<file path="src/rtl/mult_pkg.sv">
// ============================================================================
// Module      : mult_pkg
// Description : Shared state encoding and elaboration helpers for the
//               sequential shift-and-add multiplier.
// Revision    : 1.0 - initial release
// ============================================================================
`default_nettype none

package mult_pkg;

    typedef enum logic [1:0] {
        IDLE = 2'd0,
        CALC = 2'd1,
        DONE = 2'd2
    } state_t;

    // Ceiling log2, valid for value >= 1.
    function automatic int clog2(input int value);
        int r;
        r = 0;
        for (int v = value - 1; v > 0; v = v >> 1) begin
            r = r + 1;
        end
        return r;
    endfunction

endpackage

`default_nettype wire

</file>
<file path="src/rtl/add_n.sv">
// ============================================================================
// Module      : add_n
// Description : W-bit ripple-carry adder assembled from full_adder cells.
// Revision    : 1.0 - initial release
// ============================================================================
`default_nettype none

module add_n #(
    parameter int W = 16
) (
    input  logic [W-1:0] a,
    input  logic [W-1:0] b,
    input  logic         cin,
    output logic [W-1:0] sum,
    output logic         cout
);

    logic [W:0] w_carry;

    assign w_carry[0] = cin;
    assign cout       = w_carry[W];

    generate
        for (genvar i = 0; i < W; i++) begin : g_bit
            full_adder u_fa (
                .a    (a[i]),
                .b    (b[i]),
                .cin  (w_carry[i]),
                .sum  (sum[i]),
                .cout (w_carry[i+1])
            );
        end
    endgenerate

endmodule

`default_nettype wire

</file>
<file path="src/rtl/full_adder.sv">
// ============================================================================
// Module      : full_adder
// Description : Single-bit full adder cell.
// Revision    : 1.0 - initial release
// ============================================================================
`default_nettype none

module full_adder (
    input  logic a,
    input  logic b,
    input  logic cin,
    output logic sum,
    output logic cout
);

    assign sum  = a ^ b ^ cin;
    assign cout = (a & b) | (cin & (a ^ b));

endmodule

`default_nettype wire

</file>
<file path="src/rtl/shift_add_multiplier.sv">
// ============================================================================
// Module      : shift_add_multiplier
// Description : Sequential N x M multiplier, one partial product per cycle,
//               signed/unsigned operands, valid/ready handshakes on both sides.
// Revision    : 1.0 - initial release
// ============================================================================
`default_nettype none

module shift_add_multiplier
    import mult_pkg::*;
#(
    parameter int N = 8,
    parameter int M = 8
) (
    input  logic             clk,
    input  logic             rst_n,
    input  logic             in_valid,
    output logic             in_ready,
    input  logic [N-1:0]     a,
    input  logic [M-1:0]     b,
    input  logic             signed_mode,
    input  logic             flush,
    output logic             out_valid,
    input  logic             out_ready,
    output logic [N+M-1:0]   out
);

    localparam int P  = N + M;
    localparam int CW = clog2(M + 1);

    localparam logic [CW-1:0] c_last    = CW'(M - 1);
    localparam logic [CW-1:0] c_cnt_one = CW'(1);
    localparam logic [M-1:0]  c_b_one   = M'(1);

    state_t         r_state;
    state_t         w_next;
    logic [N-1:0]   r_mag_a;
    logic [M-1:0]   r_mag_b;
    logic           r_sign;
    logic [P-1:0]   r_acc;
    logic [CW-1:0]  r_cnt;
    logic [P-1:0]   r_out;

    logic [N-1:0]   w_mag_a;
    logic [M-1:0]   w_mag_b;
    logic           w_b_bit;
    logic [P-1:0]   w_addend;
    logic [P-1:0]   w_sum;
    logic           w_unused_cout;

    // Negating the most-negative value wraps back to itself, which read as
    // unsigned is exactly the required 2^(N-1) / 2^(M-1) magnitude.
    assign w_mag_a = (signed_mode && a[N-1]) ? -a : a;
    assign w_mag_b = (signed_mode && b[M-1]) ? -b : b;

    assign w_b_bit  = |(r_mag_b & (c_b_one << r_cnt));
    assign w_addend = w_b_bit ? ({{M{1'b0}}, r_mag_a} << r_cnt) : '0;

    add_n #(.W(P)) u_add (
        .a    (r_acc),
        .b    (w_addend),
        .cin  (1'b0),
        .sum  (w_sum),
        .cout (w_unused_cout)
    );

    always_ff @(posedge clk or negedge rst_n) begin
        if (!rst_n) begin
            r_state <= IDLE;
        end else begin
            r_state <= w_next;
        end
    end

    always_comb begin
        w_next = r_state;
        case (r_state)
            IDLE:    if (in_valid)         w_next = CALC;
            CALC:    if (r_cnt == c_last)  w_next = DONE;
            DONE:    if (out_ready)        w_next = IDLE;
            default:                       w_next = IDLE;
        endcase
        if (flush) begin
            w_next = IDLE;
        end
    end

    always_ff @(posedge clk or negedge rst_n) begin
        if (!rst_n) begin
            r_mag_a <= '0;
            r_mag_b <= '0;
            r_sign  <= 1'b0;
            r_acc   <= '0;
            r_cnt   <= '0;
            r_out   <= '0;
        end else if (!flush) begin
            case (r_state)
                IDLE: begin
                    if (in_valid) begin
                        r_mag_a <= w_mag_a;
                        r_mag_b <= w_mag_b;
                        r_sign  <= signed_mode & (a[N-1] ^ b[M-1]);
                        r_acc   <= '0;
                        r_cnt   <= '0;
                    end
                end
                CALC: begin
                    r_acc <= w_sum;
                    r_cnt <= r_cnt + c_cnt_one;
                    if (r_cnt == c_last) begin
                        r_out <= r_sign ? -w_sum : w_sum;
                    end
                end
                default: ;
            endcase
        end
    end

    assign in_ready  = (r_state == IDLE);
    assign out_valid = (r_state == DONE);
    assign out       = r_out;

endmodule

`default_nettype wire

</file>
<file path="config.mk">
export PLATFORM = sky130hd
export DESIGN_NAME = shift_add_multiplier
export DESIGN_NICKNAME = d
export VERILOG_FILES = /design/src/rtl/mult_pkg.sv /design/src/rtl/add_n.sv /design/src/rtl/full_adder.sv /design/src/rtl/shift_add_multiplier.sv
export SDC_FILE = /design/constraint.sdc
export NUM_CORES = 1
export LEC_CHECK = 0
export BUFFER_PORTS_ARGS = -buffer_cell sky130_fd_sc_hd__buf_4
export CORE_UTILIZATION = 45
export DETAILED_ROUTE_END_ITERATION = 10
export PLACE_DENSITY_LB_ADDON = 0.25
export SLEW_MARGIN = 5
export SYNTH_ARGS = -nofsm -noshare
export SYNTH_HDL_FRONTEND = slang
export SYNTH_SLANG_ARGS = --single-unit
export TNS_END_PERCENT = 1
</file>
<file path="constraint.sdc">
create_clock -name clk -period 23.3 [get_ports clk]
set_input_delay 5.825 -clock clk [delete_from_list [all_inputs] [get_ports clk]]
set_output_delay 5.825 -clock clk [all_outputs]
set_load 0.01 [all_outputs]
</file>
After elaboration in Yosys (flattened, before gate mapping)
Cells that the tools add are included.

Bits in registers: 55. Bits of input ports: 22.

Add/subtract/negate cells: 4. Equal/unequal tests: 7. Shifts and indexed selects: 2. Mux-type cells: 13. Bitwise operators: 78. Reduce and logical (&&, ||, !) cells: 9.

Operators with widths (number): 16-bit 2-to-1 mux (3); 16-bit case mux with 2 select lines (1); 1-bit XOR (32); 1-bit bitwise AND (30); 8-bit 2-to-1 mux (2); 16-bit negation (1); 8-bit negation (2); 8-bit by 4-bit left shift with 16-bit output (1); 1-bit bitwise OR (14); 3-bit AND reduction (4); 8-bit bitwise AND (1); 2-bit 2-to-1 mux (4); 4-bit case mux with 2 select lines (1); 8-bit OR reduction (1); 1-bit by 4-bit left shift with 8-bit output (first input constant) (1); 3-bit by 2-bit inequality test with 1-bit output (second input constant) (2); 2-bit case mux with 3 select lines (1); 4-bit by 1-bit adder with 4-bit output (second input constant) (1); 4-bit by 3-bit equality test with 1-bit output (second input constant) (1); 4-bit 2-to-1 mux (1); 3-bit inequality test (second input constant) (1); 2-bit by 1-bit equality test with 1-bit output (second input constant) (1); 2-bit equality test (second input constant) (1); 1-bit logical AND (2); other kinds (4) (4).

Logic depth before layout (Yosys ltp)
Gate-level depths: netlist of run 1.

Word-level depth: 36. Depth in mapped cells: 25.

Cells and area by module
Synthesis of run 1 repeated with hierarchy kept, for this count alone.

Cell total of the unflattened synthesis: 349. Area, all modules: 3350.7 um2.

Modules (own cells, without submodules): shift_add_multiplier (times used 1, cells an instance 333, area an instance 3030.4 um2); full_adder (times used 16, cells an instance 1, area an instance 20.0 um2).

Worst setup path before layout of run 1
No wires, ideal clock.

Path type: reg2reg. Start: reg r_cnt[1]. End: reg r_out[15] (netlist: out[15]). Library setup time: 120 ps. Arrival: 7716 ps. Required time: 23180 ps. Slack: 15465 ps. Stages on the path, launching flop included: 26. Period minus slack after synthesis: 7835 ps. Path through: dfrtp_1 > buf_2 > buf_4 > inv_1 > ha_1 > a222oi_1 > a211o_1 > nor4b_1 > ha_1 > fa_1 > fa_1 > fa_1 > fa_1 > fa_1 > fa_1 > fa_1 > fa_1 > fa_1 > fa_1 > fa_1 > fa_1 > fa_1 > fa_1 > o31ai_4 > xnor2_1 > o21ai_2.

Cells in the longest elaborated chain, start to end: 36. Elaborated cells on any way between the ends: 83. Those cells by class: add/sub: 1; eq/ne: 1; shift: 2; mux: 2; bitwise: 75; reduce/logical: 2.

Ends and longest elaborated chain: from (decl) (RTL line shift_add_multiplier.sv:41) `logic [CW-1:0] r_cnt;`; from (signal assigned) (RTL line shift_add_multiplier.sv:109) `r_cnt <= r_cnt + c_cnt_one;`; 1-bit by 4-bit left shift with 8-bit output (RTL line shift_add_multiplier.sv:56) `assign w_b_bit = |(r_mag_b & (c_b_one << r_cnt));`; 8-bit bitwise AND (RTL line shift_add_multiplier.sv:56); 8-bit OR reduction (RTL line shift_add_multiplier.sv:56); 16-bit 2-to-1 mux (RTL line shift_add_multiplier.sv:57) `assign w_addend = w_b_bit ? ({{M{1'b0}}, r_mag_a} << r_cnt) : '0;`; 1-bit bitwise AND / 1-bit XOR (equally long branches) (RTL line full_adder.sv:17, full_adder.sv:16); 1-bit bitwise AND (RTL line full_adder.sv:17) `assign cout = (a & b) | (cin & (a ^ b));`; 1-bit bitwise OR (RTL line full_adder.sv:17); 1-bit bitwise AND (RTL line full_adder.sv:17); [20 not listed]; 1-bit bitwise OR (RTL line full_adder.sv:17); 1-bit bitwise AND (RTL line full_adder.sv:17); 1-bit bitwise OR (RTL line full_adder.sv:17); 1-bit bitwise AND (RTL line full_adder.sv:17); 1-bit bitwise OR (RTL line full_adder.sv:17); 1-bit XOR (RTL line full_adder.sv:16) `assign sum = a ^ b ^ cin;`; 16-bit negation (RTL line shift_add_multiplier.sv:111) `r_out <= r_sign ? -w_sum : w_sum;`; 16-bit 2-to-1 mux (RTL line shift_add_multiplier.sv:111); to (signal assigned) (RTL line shift_add_multiplier.sv:111); to (decl) (RTL line shift_add_multiplier.sv:42) `logic [P-1:0] r_out;`.

Several ways; a longest one is shown, not always the timed one. A chain may end at the register's enable or synchronous reset.

Worst setup path in the final report of run 1
Start: reg r_cnt[0]. End: reg r_out[15] (netlist: out[15]).

The elaborated chain is that of the path after synthesis.

==> run metrics, run 1 <==
initial DRC count 115; max-cap violations 0; Num CTS Buffers 5; Final Max Tran Viols 0; clk sinks 55; Core Rows 31; count of final hold-check violations 0; P_leak 0.00180 uW; final worst setup slack 14.68 ns; met1 Use GR a little over a quarter; Post-Syn Area 3450 um2; synth unique cells a little over 50; first-pass GRT wire length 12,200 um; pin count of the biggest net entering global routing 56; initial antenna violation count 0; Mean Syn Cell Area 9.76 um2; fraction of the yosys area taken by sequential cells between 30% and 40%; Slowest-stage cell, CP dfrtp_1; Mapped Nets 399; # IOs 40; Power Density 94.6 nW/um2; # fillers between 600 and 700; Clk pwr share 18.1%; met3 global-route usage 2.77%; ANT cells 0; Core ar. between 7000 and 8000 um2; reg2reg path depth 23; utilization after layout 53.4%; Arrival @ worst endpoint 8.80 ns; Horiz. Die Dim 89.5 um; Final Routed Wirelength between 7000 and 8000 um; setup violators final 0; Synth async-reset ratio 100%; share of total power in combinational logic 46.9%; Reg clk slew, reported paths 0.10 ns; YS warnings 0; Internal Dissipation 219 uW; status completed; Tcrit/Tclk final a little under two fifths; clk_skew 0.0125 ns; GRT busiest layer met2; Worst IR Drop VDD 0.0000371 V; worst slack, placed roughly 15 ns; Max clock buf depth 2; Setup TNS Final 0 ns; type of destination of the critical path flop; Post-synth EDFFs 0; Port Buffers 39; met2 Usage GRT 34.1%; hold buffers post-CTS 0; Design Area, Final around 3900 um2; switching power 151 uW; ys flop type dfrtp_1; CP required approximately 23 ns; later-pin clock latency in the skew report around 0.32 ns; post-DR vias/cell 5.44; Pre-Repair DR Iteration Count 5; CTS root buf clkbuf_8; CP max FO 19; area of the multi-input gates 1940 um2; Die Y 89.5 um; CTS tree yes; global placer's final weighted congestion approximately 0.86; most used cell, CP fa_1; cell area after placement 3800 um2; Final min period 8.62 ns; crit-path cells inv_1 -> ha_1 -> a222oi_1 -> a211o_1 -> nor4b_1 -> ha_1 -> fa_1 -> fa_1 -> fa_1 -> fa_1 -> fa_1 -> fa_1 -> fa_1 -> fa_1 -> fa_1 -> fa_1 -> fa_1 -> fa_1 -> fa_1 -> fa_1 -> o31ai_4 -> xnor2_1 -> o21ai_2; post-cts sizing count 0; fmax 116 MHz; Sw Ratio between 40% and 50%; Buf/Inv on CP 1; Stages on worst setup path 23; DRT antenna net count 0; flop2flop setup slack 14.68 ns; nets 430; number of global-route vias before repair 2,590; HP Class reg -> reg; number of remaining DRC errors 0; H-tree levels 2; Critical Path Start r_cnt[0]; reg-to-reg startpoint r_cnt[0]; Post-DP HPWL 5190 um; worst setup path endpoint out[15]; Yosys reg bits 55; total number of vias about 2,600; total gr overflow 0; WL per Instance 14.6 um; CP max stage delay ~0.75 ns; worst slew pin tran 1.02 ns; Seq pwr share 35.0%; Initial Utilization 47.0%; RSZ-0062 raised after global routing no; post-synthesis cell count 353; Worst R2R End out[15]; die area roughly 8000 um2; layout cells sized above 1 16.1%; largest delay contributor family on the critical path adder cells; Rel. slew slack 31.5%; GRT Total Usage ~20%; Reg area 1380 um2; Setup CP Type reg -> reg; crit start category flop; Area Overhead vs Synth 13.6%; post-CTS setup buffer count 0
-- metrics by stage --
step                cells  hold slack (ns)  power [uW]
CTS                   484            0.496         372
detailed placement    476            0.472         303
finish                484            0.487         370
floorplan             353            0.456         264
global placement      476            0.462         301
global route          484            0.526         399
-- per-layer routing --
| metal | up-vias | share of wire, % |
|---|---|---|
| met5 | - | 0 |
| met4 | 0 | 1.0 |
| met1 | 1271 | 48 |
| met3 | 8 | 3.2 |
| li1 | 1294 | - |
| met2 | 58 | 47 |
-- power groups by stage --
stage          Clock, uW  Sequential (uW)  Combinational [uW]
6_report            66.9              130                 174
5_1_grt             73.0              132                 193
4_1_cts             68.9              129                 173
3_5_place_dp           0              131                 172
3_3_place_gp           0              131                 170
2_1_floorplan          0              122                 142
-- flip-flops by register name, indices dropped and copies added (netlist names) --
| register | count |
|---|---|
| out | 16 |
| r_acc | 16 |
| r_cnt | 4 |
| r_mag_a | 8 |
| r_mag_b | 8 |
| r_sign | 1 |
| r_state | 2 |
-- cell usage in the layout, fill, tap and decap left out, types with 4 or more instances in the layout --
master | netlist | routed
a21oi_1 | 17 | 17
a22o_1 | 13 | 13
buf_4 | 2 | 41
clkbuf_8 | 1 | 6
dfrtp_1 | 55 | 55
fa_1 | 14 | 14
ha_1 | 10 | 10
inv_1 | 12 | 12
mux2i_1 | 9 | 9
nand2_1 | 44 | 44
nand3_1 | 9 | 9
nor2_1 | 36 | 36
nor2b_1 | 7 | 7
nor3b_1 | 4 | 4
o21ai_0 | 30 | 29
o31ai_1 | 5 | 5
or3_1 | 4 | 4
xnor2_1 | 11 | 11
xor2_1 | 16 | 16
-- worst min-delay path by stage --
stage | slack, ns | cells past startpoint | to | startpoint
6_report | 0.49 | 2 | out[11] | out[11]
5_1_grt | 0.53 | 2 | out[15] | out[15]
4_1_cts | 0.50 | 2 | out[6] | out[6]
3_5_place_dp | 0.47 | 2 | out[6] | out[6]
3_3_place_gp | 0.46 | 2 | out[9] | out[9]
2_1_floorplan | 0.46 | 2 | r_acc[0] | r_acc[0]
-- worst min-delay path: cells and delay by family (launching register included) --
| family | cells | cell delay (ns) |
|---|---|---|
| AO/OA/AOI/OAI | 1 | 0.06 |
| AND/OR/NAND/NOR | 1 | 0.04 |
| flip-flops | 1 | 0.35 |
-- final cells by class --
cell class	instances	share of cell area (%)
tap	99	3.16
clock inverter	2	0.895
multi-input combinational	268	49.6
inverter	13	1.25
sequential	55	35.2
clock buffer	6	2.11
timing repair buffer	41	7.86
-- kinds of logic (layout without fill, tap and decap cells) --
group	Yosys count	in the layout	share of synthesized area, %
multiplexers	13	13	4.25
adder cells (fa/ha/maj)	24	24	11.8
flip-flops	55	55	39.9
AND/OR/NAND/NOR	119	119	16.9
AO/OA/AOI/OAI	85	85	16.3
buffers and inverters	30	62	4.03
XOR/XNOR	27	27	6.86
-- Yosys cell counts (all sizes together), types with 2 or more instances --
cell	count	share of area (%)
nand2	44	4.8
o21ai	33	4.9
nor4b	2	0.69
a21o	2	0.44
ha	10	3.6
inv	12	1.3
xnor2	11	2.8
o41ai	2	0.73
clkbuf	9	1.3
a22o	14	3.6
nor3	4	0.73
dfrtp	55	40
a31oi	3	0.54
a22oi	2	0.44
nor2b	7	1.3
nand3	9	1.3
o31ai	6	1.7
fa	14	8.1
mux2	3	0.98
or3	4	0.73
nor2	36	3.9
nor3b	4	0.87
a21oi	17	2.5
a211oi	2	0.44
buf	8	1.3
nand4b	2	0.69
xor2	16	4.1
mux2i	9	2.6
a222oi	2	0.58
nor4	2	0.80
Note: power is estimated with default switching activity, not from simulation.
==> run 2: changes to the inputs <==
--- a/config.mk
+++ b/config.mk
@@ -5,6 +5,7 @@
 export SDC_FILE = /design/constraint.sdc
 export NUM_CORES = 1
 export LEC_CHECK = 0
+export ABC_AREA = 1
 export BUFFER_PORTS_ARGS = -buffer_cell sky130_fd_sc_hd__buf_4
 export CORE_UTILIZATION = 45
 export DETAILED_ROUTE_END_ITERATION = 10
==> constraint.sdc (replaced) <==
create_clock -name clk -period 8.22 [get_ports clk]
set_input_delay 2.055 -clock clk [delete_from_list [all_inputs] [get_ports clk]]
set_output_delay 2.055 -clock clk [all_outputs]
set_load 0.01 [all_outputs]
==> run metrics, run 2 <==
YS warnings 0 (unchanged); Pre-Repair DR Iteration Count 4 (was 5); HP Class reg -> reg (unchanged); share of the synthesized area in the top cell type 37.7% (was 39.9%); top-count cell post-synth nand2_1 (was dfrtp_1); Area contributors post-synth dfrtp_1 38%, nand2_1 15%, fa_1 7.7% (was dfrtp_1 40%, fa_1 8.1%, nand2_1 4.8%); CP required 8.42 ns (was 23.48 ns); total gr overflow 0 (unchanged); Setup CP Type reg -> reg (unchanged); CP max stage delay 0.51 ns (was 0.75 ns); Synth async-reset ratio 100% (unchanged); Sw Ratio 44.0% (was 40.8%); # IOs 40 (unchanged); cell taking the most area after synthesis dfrtp_1 (unchanged); Seq pwr share 35.2% (was 35.0%); Area Overhead vs Synth 12.1% (was 13.6%); initial antenna violation count 0 (unchanged); Final min period 7.81 ns (was 8.62 ns); clk_skew 0.00592 ns (was 0.0125 ns); Final Max Tran Viols 0 (unchanged); Rel. slew slack 54.3% (was 31.5%); Core ar. 7810 um2 (was 7330 um2); CP max FO 8 (was 19); Post-DP HPWL 5780 um (was 5190 um); Die Y 92.1 um (was 89.5 um); Initial Utilization 46.8% (was 47.0%); Post-Syn Area 3650 um2 (was 3450 um2); clk sinks 55 (unchanged); Internal Dissipation 570 uW (was 219 uW); pin count of the biggest net entering global routing 56 (unchanged); setup violators final 0 (unchanged); dpl cells 596 (was 476); switching power 448 uW (was 151 uW); synth unique cells 38 (was 51); Slowest-stage cell, CP fa_1 (was dfrtp_1); GRT busiest layer met2 (unchanged); P_leak 0.00215 uW (was 0.00180 uW); Max clock buf depth 2 (unchanged); H-tree levels 2 (unchanged); share of total power in combinational logic 50.6% (was 46.9%); ys flop type dfrtp_1 (unchanged); Stages on worst setup path 30 (was 23); largest delay contributor family on the critical path adder cells (unchanged); met3 global-route usage 3.40% (was 2.77%); initial DRC count 133 (was 115); global placer's final weighted congestion 0.892 (was 0.860); met2 Usage GRT 32.4% (was 34.1%); CTS root buf clkbuf_8 (unchanged); count of final hold-check violations 0 (unchanged); first-pass GRT wire length 13,300 um (was 12,200 um); Power Density 249 nW/um2 (was 94.6 nW/um2); post-route insts no fill 606 (was 484); status completed (unchanged); fmax 128 MHz (was 116 MHz); most used cell, CP fa_1 (unchanged); total number of vias 3,035 (was 2,631); reg2reg path depth 30 (was 23); Port Buffers 39 (unchanged); # fillers 749 (was 668); commonest non-fill, non-tap cell in the layout nand2_1 (was dfrtp_1); Yosys reg bits 55 (unchanged); Core Rows 32 (was 31); number of remaining DRC errors 0 (unchanged); RSZ-0062 raised after global routing no (unchanged); layout cells sized above 1 14.9% (was 16.1%); Buf/Inv on CP 2 (was 1); post-synthesis cell count 466 (was 353); met1 Use GR 25.7% (was 27.0%); Mapped Nets 512 (was 399); number of global-route vias before repair 2,959 (was 2,590); CTS tree yes (unchanged); most frequent cells in the layout 144 x nand2_1, 55 x dfrtp_1, 48 x inv_1 (was 55 x dfrtp_1, 44 x nand2_1, 41 x buf_4); Mean Syn Cell Area 7.84 um2 (was 9.76 um2); Commonest cells post-synth 144 x nand2_1, 55 x dfrtp_1, 48 x inv_1, 35 x o21ai_0, 34 x nand3_1 (was 55 x dfrtp_1, 44 x nand2_1, 36 x nor2_1, 30 x o21ai_0, 17 x a21oi_1); Tcrit/Tclk final 95.0% (was 37.0%); hold buffers post-CTS 0 (unchanged); worst slew pin tran 0.685 ns (was 1.02 ns); crit start category flop (unchanged); flop2flop setup slack 0.41 ns (was 14.68 ns); Worst IR Drop VDD 0.0000891 V (was 0.0000371 V); type of destination of the critical path flop (unchanged); Post-synth EDFFs 0 (unchanged); Arrival @ worst endpoint 8.01 ns (was 8.80 ns); Reg clk slew, reported paths 0.09 ns (was 0.10 ns); later-pin clock latency in the skew report 0.30 ns (was 0.32 ns); WL per Instance 12.3 um (was 14.6 um); Num CTS Buffers 5 (unchanged); Clk pwr share 14.3% (was 18.1%); ANT cells 0 (unchanged); WHS Path Cells 2 (unchanged); nets 549 (was 430); max-cap violations 0 (unchanged); post-DR vias/cell 5.01 (was 5.44); die area 8480 um2 (was 8010 um2); fraction of the yosys area taken by sequential cells 37.7% (was 39.9%); Final Routed Wirelength 7480 um (was 7040 um); GRT Total Usage 19.3% (was 20.1%); DRT antenna net count 0 (unchanged); Setup TNS Final 0 ns (unchanged); Horiz. Die Dim 92.1 um (was 89.5 um)
run 2: cell count changes in the layout (fill, tap and decap cells not counted), moves of 10 or more:
cell	change
nand2_1	+100
inv_1	+36
nand3_1	+25
o21ai_1	+15
a21oi_1	-12
a22o_1	-12
xnor2_1	-10
run 2: metrics by stage:
step / hold slack [ns] / area, um2 / utilization, % / total power, uW / worst slack (ns)
after floorplan: 0.449 / 3650 / - / 759 / 0.756
after global placement: 0.461 / 3990 / 51.1 / 855 / 0.474
after detailed placement: 0.471 / 3990 / 51.1 / 864 / 0.325
after CTS: 0.495 / 4070 / 52.1 / 1010 / 0.282
after global routing: 0.511 / 4090 / 52.4 / 1110 / 0.0319
final: 0.487 / 4090 / 52.4 / 1020 / 0.412
run 2: worst register-to-register path: cells and delay by family (launching register included):
kind	cells	cell delay [ns]
adder cells (fa/ha/maj)	16	6.03
AO/OA/AOI/OAI	1	0.16
flip-flops	1	0.42
buffers and inverters	2	0.26
AND/OR/NAND/NOR	11	0.88
run 2: cells by family (layout without fill, tap and decap cells):
logic type	after synthesis	count (layout)	synth area share (%)
mux	2	2	0.548
buf+inv	67	105	8.36
simple gates	229	229	27.4
compound gates	76	76	11.8
flops	55	55	37.7
fa+ha+maj	24	24	11.1
xor+xnor	13	13	3.12
run 2: layer usage:
layer	up-vias	part of all wire (%)
met1	1400	48
met5	-	0
met2	66	47
met4	0	1.2
li1	1560	-
met3	9	3.4
run 2: final timing paths:
kind,end,startpoint
worst max-delay path,out[15],r_cnt[1]
worst min-delay path,out[15],out[15]
worst max register to register,out[15],r_cnt[1]
worst min register to register,out[15],out[15]
max in group asynchronous,r_acc[12],rst_n
min in group asynchronous,out[1],rst_n
run 2: layout make-up:
class	count	area (um2)	share of cell area [%]
Clock inverter	1	5.00	0.122
Tap cell	102	128	3.12
Clock buffer	7	76.3	1.86
Timing Repair Buffer	44	330	8.07
Inverter	53	203	4.95
Multi-Input combinational cell	344	1980	48.3
Sequential cell	55	1380	33.6
run 2: power by group through the flow:
stage / Sequential [uW] / Combinational [uW] / Clock [uW]
6_report: 358 / 514 / 145
5_1_grt: 366 / 589 / 158
4_1_cts: 358 / 502 / 151
3_5_place_dp: 363 / 501 / 0
3_3_place_gp: 362 / 494 / 0
2_1_floorplan: 351 / 408 / 0
run 2: what timing repair did:
item | 4_1_cts | 5_1_grt
gates resized for setup | 0 | 2
buffers inserted | 0 | 2
setup endpoints to repair | 0 | 1
==> run 3: changes to the inputs <==
--- a/config.mk
+++ b/config.mk
@@ -7,6 +7,7 @@
 export LEC_CHECK = 0
 export ABC_AREA = 1
 export BUFFER_PORTS_ARGS = -buffer_cell sky130_fd_sc_hd__buf_4
+export CORE_ASPECT_RATIO = 1.75
 export CORE_UTILIZATION = 45
 export DETAILED_ROUTE_END_ITERATION = 10
 export PLACE_DENSITY_LB_ADDON = 0.25
==> run metrics, run 3 (synthesis results as in run 2) <==
Internal Dissipation 639 uW (was 570 uW); Port Buffers 39 (unchanged); CTS root buf clkbuf_16 (was clkbuf_8); commonest non-fill, non-tap cell in the layout nand2_1 (unchanged); CP required 8.41 ns (was 8.42 ns); max-cap violations 0 (unchanged); ANT cells 0 (unchanged); GRT Total Usage 20.4% (was 19.3%); number of global-route vias before repair 3,106 (was 2,959); nets 548 (was 549); largest delay contributor family on the critical path adder cells (unchanged); setup violators final 0 (unchanged); cell area after placement 3970 um2 (was 3990 um2); die area 8490 um2 (was 8480 um2); hold buffers post-CTS 0 (unchanged); worst slew pin tran 0.699 ns (was 0.685 ns); Buf/Inv on CP 2 (unchanged); CTS tree yes (unchanged); Slowest-stage cell, CP fa_1 (unchanged); crit start category flop (unchanged); Power Density 266 nW/um2 (was 249 nW/um2); # fillers 810 (was 749); Rel. slew slack 53.4% (was 54.3%); initial DRC count 169 (was 133); switching power 463 uW (was 448 uW); # IOs 40 (unchanged); HP Class reg -> reg (unchanged); fmax 128 MHz (about the same); CP max stage delay 0.51 ns (about the same); Final Routed Wirelength 7910 um (was 7480 um); RSZ-0062 raised after global routing no (unchanged); CP max FO 6 (was 8); type of destination of the critical path flop (unchanged); clk_skew 0.00477 ns (was 0.00592 ns); total gr overflow 0 (unchanged); first-pass GRT wire length 13,700 um (was 13,300 um); Reg clk slew, reported paths 0.07 ns (was 0.09 ns); Tcrit/Tclk final 94.9% (was 95.0%); WL per Instance 13.3 um (was 12.3 um); later-pin clock latency in the skew report 0.29 ns (was 0.30 ns); count of final hold-check violations 0 (unchanged); Design Area, Final 4150 um2 (was 4090 um2); DRT antenna net count 0 (unchanged); post-DR vias/cell 5.15 (was 5.01); layout cells sized above 1 15.5% (was 14.9%); Setup CP Type reg -> reg (unchanged); Initial Utilization 46.2% (was 46.8%); final worst setup slack 0.417 ns (was 0.412 ns); share of total power in combinational logic 46.8% (was 50.6%); P_leak 0.00217 uW (was 0.00215 uW); Horiz. Die Dim 70.1 um (was 92.1 um); Core ar. 7910 um2 (was 7810 um2); most used cell, CP fa_1 (unchanged); pin count of the biggest net entering global routing 56 (unchanged); Final Max Tran Viols 0 (unchanged); status completed (unchanged); initial antenna violation count 0 (unchanged); Arrival @ worst endpoint 7.99 ns (was 8.01 ns); Post-DP HPWL 6210 um (was 5780 um); global placer's final weighted congestion 0.879 (was 0.892); flop2flop setup slack 0.42 ns (was 0.41 ns); Core Rows 43 (was 32); Setup TNS Final 0 ns (unchanged); worst slack, placed 0.304 ns (was 0.325 ns); Sw Ratio 42.0% (was 44.0%); Worst IR Drop VDD 0.000106 V (was 0.0000891 V); Num CTS Buffers 5 (unchanged); H-tree levels 2 (unchanged); Final min period 7.80 ns (was 7.81 ns); Max clock buf depth 2 (unchanged); Area Overhead vs Synth 13.6% (was 12.1%); total number of vias 3,055 (was 3,035); Seq pwr share 32.9% (was 35.2%); most frequent cells in the layout 144 x nand2_1, 52 x dfrtp_1, 48 x inv_1 (was 144 x nand2_1, 55 x dfrtp_1, 48 x inv_1); number of remaining DRC errors 0 (unchanged); Pre-Repair DR Iteration Count 4 (unchanged); clk sinks 55 (unchanged); Die Y 121 um (was 92.1 um); Clk pwr share 20.3% (was 14.3%)
## run 3: cell types whose count changed in the layout (fill, tap and decap cells not counted)
cell and change:
clkbuf_16 +5, buf_4 -2, clkbuf_1 -1, nand2_2 +1, buf_6 +1, nand2_4 -1, dfrtp_2 +3, dfrtp_1 -3
clkinv_2 -1, clkbuf_8 -3
## run 3: stage by stage
step / utilization [%] / instances / total power (uW) / hold slack, ns
floorplan: - / 466 / 759 / 0.449
detailed placement: 50.2 / 584 / 878 / 0.464
global route: 52.5 / 593 / 1200 / 0.504
global placement: 50.2 / 584 / 865 / 0.461
CTS: 52.2 / 592 / 1110 / 0.482
finish: 52.5 / 593 / 1100 / 0.475
## run 3: final timing paths
check	start	cells after the start	end
max	r_cnt[0]	29	out[15]
min	out[1]	2	out[1]
max reg2reg	r_cnt[0]	29	out[15]
min reg2reg	out[1]	2	out[1]
max in group asynchronous	rst_n	1	r_cnt[1]
min in group asynchronous	rst_n	1	out[2]
## run 3: metal layers
metal  GRT usage (%)  routed length (um)
met2            38.3                4380
met4            11.9                 331
met1            21.1                2960
met5               0                   0
met3            2.99                 239
## run 3: timing repair
item | CTS | global route
gates resized for setup | 0 | 5
setup endpoints to repair | 0 | 1
setup buffers | 0 | 1
## run 3: worst reg2reg max path: cells and delay by family (launching register included)
family,cells,cell delay [ns]
AO/OA/AOI/OAI,1,0.22
AND/OR/NAND/NOR,9,0.62
flip-flops,1,0.45
adder cells (fa/ha/maj),17,6.32
buffers and inverters,2,0.12
## run 3: power groups by stage
stage               Combinational (uW)  Sequential (uW)  Clock, uW
global placement                   501              364          0
floorplan                          408              351          0
CTS                                515              361        231
global route                       593              369        239
finish                             516              362        224
detailed placement                 512              366          0
## run 3: layout make-up
class	instances	area, um2	share of cell area (%)
sequential	55	1380	33.3
multi-input combinational	344	1970	47.5
clock buffer	8	156	3.77
timing repair buffer	43	327	7.87
tap	90	113	2.71
inverter	53	203	4.89
